===== src/rtl/cpu_multicycle_ctrl.sv =====
// Multicycle control FSM for the 8-bit two-register CPU: fetch/decode/execute/memory/writeback sequencing.
// Optional CTRL_PERF_EN adds saturating instruction and cycle counters.
module cpu_multicycle_ctrl #(
    parameter int MEM_WAIT = 0,
    parameter int OPC_W    = 4
) (
    input  logic             clk,
    input  logic             reset,
    input  logic [OPC_W-1:0] opcode,
    input  logic             eq,
    output logic             pc_we,
    output logic             pc_src,
    output logic             ir_we,
    output logic             mem_addr_sel,
    output logic             mem_re,
    output logic             mem_we,
    output logic             rf_we,
    output logic [1:0]       alu_op,
    output logic [1:0]       alu_b_sel,
    output logic             halted,
    output logic             illegal,
`ifdef CTRL_PERF_EN
    output logic [15:0]      instr_count,
    output logic [15:0]      cycle_count,
`endif
    output logic [2:0]       state
);

    typedef enum logic [2:0] {
        FETCH  = 3'd0,
        DECODE = 3'd1,
        EXEC   = 3'd2,
        MEM    = 3'd3,
        WB     = 3'd4,
        BRANCH = 3'd5,
        HALT   = 3'd6
    } state_t;

    localparam logic [OPC_W-1:0] OP_ADD  = OPC_W'(4'b0001);
    localparam logic [OPC_W-1:0] OP_ADDM = OPC_W'(4'b0010);
    localparam logic [OPC_W-1:0] OP_ADDI = OPC_W'(4'b0011);
    localparam logic [OPC_W-1:0] OP_SUB  = OPC_W'(4'b0100);
    localparam logic [OPC_W-1:0] OP_LW   = OPC_W'(4'b0110);
    localparam logic [OPC_W-1:0] OP_SW   = OPC_W'(4'b0111);
    localparam logic [OPC_W-1:0] OP_BEQ  = OPC_W'(4'b1000);
    localparam logic [OPC_W-1:0] OP_HALT = OPC_W'(4'b1111);
    localparam logic [1:0]       WMAX    = 2'(MEM_WAIT);

    state_t           cur_st;
    state_t           nxt_st;
    logic [1:0]       wcnt;
    logic [OPC_W-1:0] op_q;
    logic             ill_q;
    logic             dec_ill;
    logic             last;

    assign last = (wcnt == WMAX);

    always_ff @(posedge clk) begin
        if (reset) begin
            cur_st <= FETCH;
            wcnt   <= 2'd0;
            op_q   <= '0;
            ill_q  <= 1'b0;
        end else begin
            cur_st <= nxt_st;
            // Only FETCH and MEM wait; leaving happens exactly when last is set.
            if ((cur_st == FETCH || cur_st == MEM) && !last)
                wcnt <= wcnt + 2'd1;
            else
                wcnt <= 2'd0;
            if (cur_st == DECODE) begin
                op_q <= opcode;
                if (dec_ill)
                    ill_q <= 1'b1;
            end
        end
    end

    always_comb begin
        nxt_st       = cur_st;
        dec_ill      = 1'b0;
        pc_we        = 1'b0;
        pc_src       = 1'b0;
        ir_we        = 1'b0;
        mem_addr_sel = 1'b0;
        mem_re       = 1'b0;
        mem_we       = 1'b0;
        rf_we        = 1'b0;
        alu_op       = 2'b00;
        alu_b_sel    = 2'b00;
        halted       = 1'b0;
        case (cur_st)
            FETCH: begin
                mem_re = 1'b1;
                if (last) begin
                    ir_we  = 1'b1;
                    pc_we  = 1'b1;
                    nxt_st = DECODE;
                end
            end
            DECODE: begin
                case (opcode)
                    OP_ADD, OP_ADDI, OP_SUB: nxt_st = EXEC;
                    OP_ADDM, OP_LW, OP_SW:   nxt_st = MEM;
                    OP_BEQ:                  nxt_st = BRANCH;
                    OP_HALT:                 nxt_st = HALT;
                    default: begin
                        nxt_st  = HALT;
                        dec_ill = 1'b1;
                    end
                endcase
            end
            EXEC: begin
                rf_we  = 1'b1;
                nxt_st = FETCH;
                case (op_q)
                    OP_SUB:  alu_op    = 2'b01;
                    OP_ADDI: alu_b_sel = 2'b01;
                    default: ;
                endcase
            end
            MEM: begin
                mem_addr_sel = 1'b1;
                // A store writes once, on the final wait cycle only.
                if (op_q == OP_SW)
                    mem_we = last;
                else
                    mem_re = 1'b1;
                if (last)
                    nxt_st = (op_q == OP_SW) ? FETCH : WB;
            end
            WB: begin
                rf_we     = 1'b1;
                alu_b_sel = 2'b10;
                alu_op    = (op_q == OP_LW) ? 2'b10 : 2'b00;
                nxt_st    = FETCH;
            end
            BRANCH: begin
                pc_we  = eq;
                pc_src = eq;
                nxt_st = FETCH;
            end
            HALT: begin
                halted = 1'b1;
            end
            default: nxt_st = FETCH;
        endcase
        // Reset silences every output, even while the state register still holds the old state.
        if (reset) begin
            pc_we        = 1'b0;
            pc_src       = 1'b0;
            ir_we        = 1'b0;
            mem_addr_sel = 1'b0;
            mem_re       = 1'b0;
            mem_we       = 1'b0;
            rf_we        = 1'b0;
            alu_op       = 2'b00;
            alu_b_sel    = 2'b00;
            halted       = 1'b0;
        end
    end

    assign illegal = ill_q & ~reset;
    assign state   = reset ? 3'd0 : cur_st;

`ifdef CTRL_PERF_EN
    always_ff @(posedge clk) begin
        if (reset) begin
            instr_count <= 16'd0;
            cycle_count <= 16'd0;
        end else begin
            if (cur_st == DECODE && instr_count != 16'hFFFF)
                instr_count <= instr_count + 16'd1;
            if (!halted && cycle_count != 16'hFFFF)
                cycle_count <= cycle_count + 16'd1;
        end
    end
`endif

endmodule


===== config.mk =====
export PLATFORM = sky130hd
export DESIGN_NAME = cpu_multicycle_ctrl
export DESIGN_NICKNAME = d
export VERILOG_FILES = /design/src/rtl/cpu_multicycle_ctrl.sv
export SDC_FILE = /design/constraint.sdc
export NUM_CORES = 1
export LEC_CHECK = 0
export BUFFER_PORTS_ARGS = -buffer_cell sky130_fd_sc_hd__buf_4
export CAP_MARGIN = 10
export CORE_UTILIZATION = 49
export CTS_CLUSTER_DIAMETER = 30
export DETAILED_ROUTE_END_ITERATION = 8
export PLACE_DENSITY = 0.77
export SLEW_MARGIN = 40
export SYNTH_ARGS = -nofsm -noshare
export SYNTH_HDL_FRONTEND = slang
export SYNTH_SLANG_ARGS = --single-unit

===== constraint.sdc =====
create_clock -name clk -period 1.4 [get_ports clk]
set_input_delay 0.14 -clock clk [delete_from_list [all_inputs] [get_ports clk]]
set_output_delay 0.14 -clock clk [all_outputs]
set_load 0.03 [all_outputs]

==> impl_metrics.toml, run 1 <==
[status]
run_status = "aborted with a tool error"
haltStage = "5_1_grt"
error_line = "[ERROR DPL-0038] Utilization greater than 100%, impossible to legalize"

[grt]
grt_max_degree = 12

[floorplanning]
fp.dieH_um = 40.65
ios = 23
start_util_pct = 54.22
rows = 13
die_x_um = 40.65

[placed_design]
place_hpwl_um = 1362
io_buffer_count = 22
place_worst_setup_slack_ns = -0.04591
gp_congestion = 0.8485
dp_cells = 127
place_area_um2 = 996.0

[synthesis]
syn_area_per_cell_um2 = 8.511
netlist_instances = 86
synth_nets = 94
yosysWarningCount = 0
ys_seq_area_share_pct = 27.35
synth_seq_cells = 10
netlist_area_um2 = 732.0
synth_cell_type_count = 38

[clock_tree]
ctsLongestPathBuffers = 2
cts_root_buf = "clkbuf_4"
clock_sink_count = 10
cts_max_level = 1
cts-buffers-inserted = 3

[timing]
crit_endpoint = "pc_we"
worst-ep-kind = "primary output"
==> Yosys cell counts, drive strengths merged <==
master   n  area, um^2
nor2    10       37.54
a21oi    1       5.000
nor4     3       25.02
or4b     1       13.76
o21bai   1       7.510
nand4b   1       8.760
dfxtp   10       200.2
or3      2       12.51
nor3     2       10.01
a31oi    1       6.260
nand2b   1       6.260
a22oi    3       22.52
mux2i    4       40.04
clkbuf   1       3.750
a32oi    1       8.760
and3b    1       8.760
and2     2       12.51
o311a    1       10.01
nand3b   4       30.03
a221oi   1       15.01
nor2b    7       43.79
o211ai   1       12.51
nor4b    1       15.01
and2b    3       26.28
o21a     1       7.510
inv      6       22.52
nand2    5       18.77
o21ai    1       5.000
xnor2    1       8.760
buf      3       30.03
and3     3       18.77
nor3b    2       26.28
ha       1       12.51
==> what timing repair did <==
| action | 4_1_cts |
|---|---|
| endpoints found under the setup margin | 13 |
| gates resized for setup | 36 |
| setup buffers | 18 |
| pin swaps | 8 |
| hold buffers | 0 |
==> per-stage QoR <==
step / hold slack, ns / TNS (ns)
after global placement: 0.4167 / 0
after detailed placement: 0.4296 / -0.04591
after floorplan: 0.2872 / -0.3129
after CTS: 0.1484 / -0.9163
==> cell families after synthesis <==
| family | share of synthesized area (%) |
|---|---|
| adders and majority gates | 1.709 |
| and+or+nand+nor | 42.91 |
| buffers and inverters | 7.692 |
| muxes | 5.470 |
| xor gates and xnor gates | 1.197 |
| DFF | 27.35 |
| AOI/OAI and AO/OA | 13.67 |
==> run 2, diff against run 1 <==
- CORE_AREA: default -> 2 2 63 65
- CORE_UTILIZATION: 49 -> default
- CTS_CLUSTER_DIAMETER: 30 -> default
- DIE_AREA: default -> 0 0 65 67
- PLACE_DENSITY: 0.77 -> default
- PLACE_DENSITY_LB_ADDON: default -> 0.15
==> impl_metrics.toml, run 2 <==
[status]
run_status = "finished, violations left"
violations = "negative setup slack"

[clock_tree]
cts_tree = "built"
cts_hold_buf = 0
clock_sink_count = 10
path_clk_slew_ns = 0.05
cts-buffers-inserted = 3
cts_max_level = 1
worstSkewPairLatency_ns = 0.24
ctsLongestPathBuffers = 2
cts_root_buf = "clkbuf_8"

[final_layout]
diodes = 0
top_regs = "op_q: 4 flops, cur_st: 3 flops, wcnt: 2 flops"
area_delta_synth_final_pct = 83.08
top_register = "op_q"
nets = 143
drive_gt1_share_pct = 60.45
fin_cells = 182
largest_reg_flops = 4
layout_commonest_cell = "buf_4"
final_cell_mix = "buf_4 (34), buf_6 (14), nor2_1 (9)"

[run]
drv_cap = 0

[route]
drc = 0
post_drt_wl_per_cell_um = 12.85
firstDrtPassIters = 4
via_per_inst = 4.423
vias = 805
antenna_left = 0
wl_um = 2338
detail_route.iter0.violations = 18

[setup_path]
path_cells = "buf_6, nand3b_1, nor4_2, buf_4"
startpoint_type = "flop"
cp_slowest_cell = "dfxtp_2"
arrival_ns = 1.36
r2r_setup_slack_ns = 0.03
worst_r2r_endpoint = "op_q[0]"
cp_max_fo = 4
r2r-start = "cur_st[2]"
worstPathRequired_ns = 1.26
crit_type = "flop to primary output"
worstRegToRegCells = 7
slowest_delay_ns = 0.33
cp-end-kind = "primary output"

[synthesis]
ys_seq_area_share_pct = 27.35
syn_area_per_cell_um2 = 8.511
ys_top_cells_by_count = "dfxtp_1 (10), nor2_1 (10), nor2b_1 (7)"
yosysWarningCount = 0
synth_nets = 94
synth.area.top_cells = "dfxtp_1 (27%), nor2b_1 (6.0%), mux2i_1 (5.5%)"
synth_flop_cell = "dfxtp_1"
synth_seq_cells = 10
synth_top_area_share_pct = 27.35
async_flop_share_pct = 0
netlist_instances = 86
synth_edf_count = 0
yosys.area.top_type = "dfxtp_1"
synth_cell_type_count = 38
netlist_area_um2 = 732.0

[min_path]
hold_end = "wcnt[0]"
holdCritStartpoint = "reset"
hold_class = "input pin to flop"
whs_path_depth = 2

[pwr]
p_clk_share_pct = 26.7
net-switching-power_uw = 457.1
sw_frac_of_total_pct = 33.43
p_per_area_mw_per_mm2 = 1020
p_leak_nw = 0.5820
sequentialPowerShare_pct = 26.5
intPower_uw = 910.3
ir_worst_vdd_uv = 495.3
comb_power_share_pct = 46.9
fin_total_pwr_mw = 1.367

[placed_design]
gp_congestion = 0.7493
place_hpwl_um = 1703
io_buffer_count = 22
place_worst_setup_slack_ns = 0.04032
dp_cells = 167

[timing]
setup_ws_ns = -0.09676
setup-violations-final = 7
finalHoldViolCount = 0
hold_slack_ns = 0.1571
skew_ns = 0.006666
relSlewSlack_pct = 84.04
worst_slew_pin_slew_ns = 0.2386
fmax_mhz = 668.1
tns_ns = -0.3195
rsz0062_at_grt = "true"
finalCritPeriodShare_pct = 106.9
finalMaxSlewViolations = 0
period_needed_ns = 1.497

[grt]
grt_max_degree = 11
track_usage_pct = 11.48
antenna_found_initial = 0
first_global_vias = 753
overflow = 0
grt_pass1_wl_um = 3726

[floorplanning]
core_mm2 = 0.003606
die_x_um = 65
rows = 22
fp.dieH_um = 67
die_area_mm2 = 0.004355
ios = 23
start_util_pct = 20.30
## run 2: what timing repair did
item	CTS	global route
setup endpoints to repair	12	17
setup buffers	2	9
gates resized for setup	23	13
pin swaps	5	7
## run 2: routing by layer
layer  wire [um]  part of all wire [%]  vias up  global-route usage (%)
met2        1083                    46       26                   18.81
met5           0                     0        -                       0
met1        1085                    46      370                   14.47
met4          40                   1.7        0                   3.989
li1            -                     -      403                       -
met3         128                   5.5        6                   3.041
## run 2: critical path: cells and delay by family, from the launching register on
family                 cells  cell delay [ns]
AND/OR/NAND/NOR            2             0.46
flip-flops                 1             0.33
buffers and inverters      2             0.32
## run 2: area by class of cell
class,count,area [um^2]
clock buffer,4,55.05
fill,381,2266
inverter,6,22.52
multi-input combinational,66,578.1
sequential,10,211.5
tap,48,60.06
timing repair buffer,48,412.9
## run 2: worst max-delay path by stage
stage	startpoint	end	slack, ns	cells after the start
floorplan	cur_st[1]	mem_we	-0.19	3
global placement	cur_st[1]	wcnt[0]	0.03	4
detailed placement	cur_st[1]	wcnt[0]	0.04	4
CTS	cur_st[2]	alu_op[0]	-0.14	4
global route	cur_st[2]	alu_op[0]	-0.15	4
finish	cur_st[2]	alu_op[0]	-0.1	4
## run 2: per-stage QoR
step	instance area, um^2	utilization (%)
finish	1340	37.16
global route	1340	37.16
global placement	1077	29.88
detailed placement	1077	29.88
floorplan	773.2	-
CTS	1225	33.97
## run 2: cell families after synthesis
kind of cell               after synthesis  synth area share, %
AOI/OAI and AO/OA                       12                13.67
xor gates and xnor gates                 1                1.197
adders and majority gates                1                1.709
buffers and inverters                   10                7.692
DFF                                     10                27.35
muxes                                    4                5.470
and+or+nand+nor                         48                42.91
## run 2: power groups by stage
stage                     sequential, mW  clock [mW]  combinational, mW
final                              0.362       0.365              0.641
after global routing               0.367       0.395              0.692
after CTS                          0.362       0.379              0.580
after detailed placement           0.359           0              0.519
after global placement             0.362           0              0.515
after floorplan                    0.355           0              0.330
No activity file was read; power rests on OpenSTA's default activity.
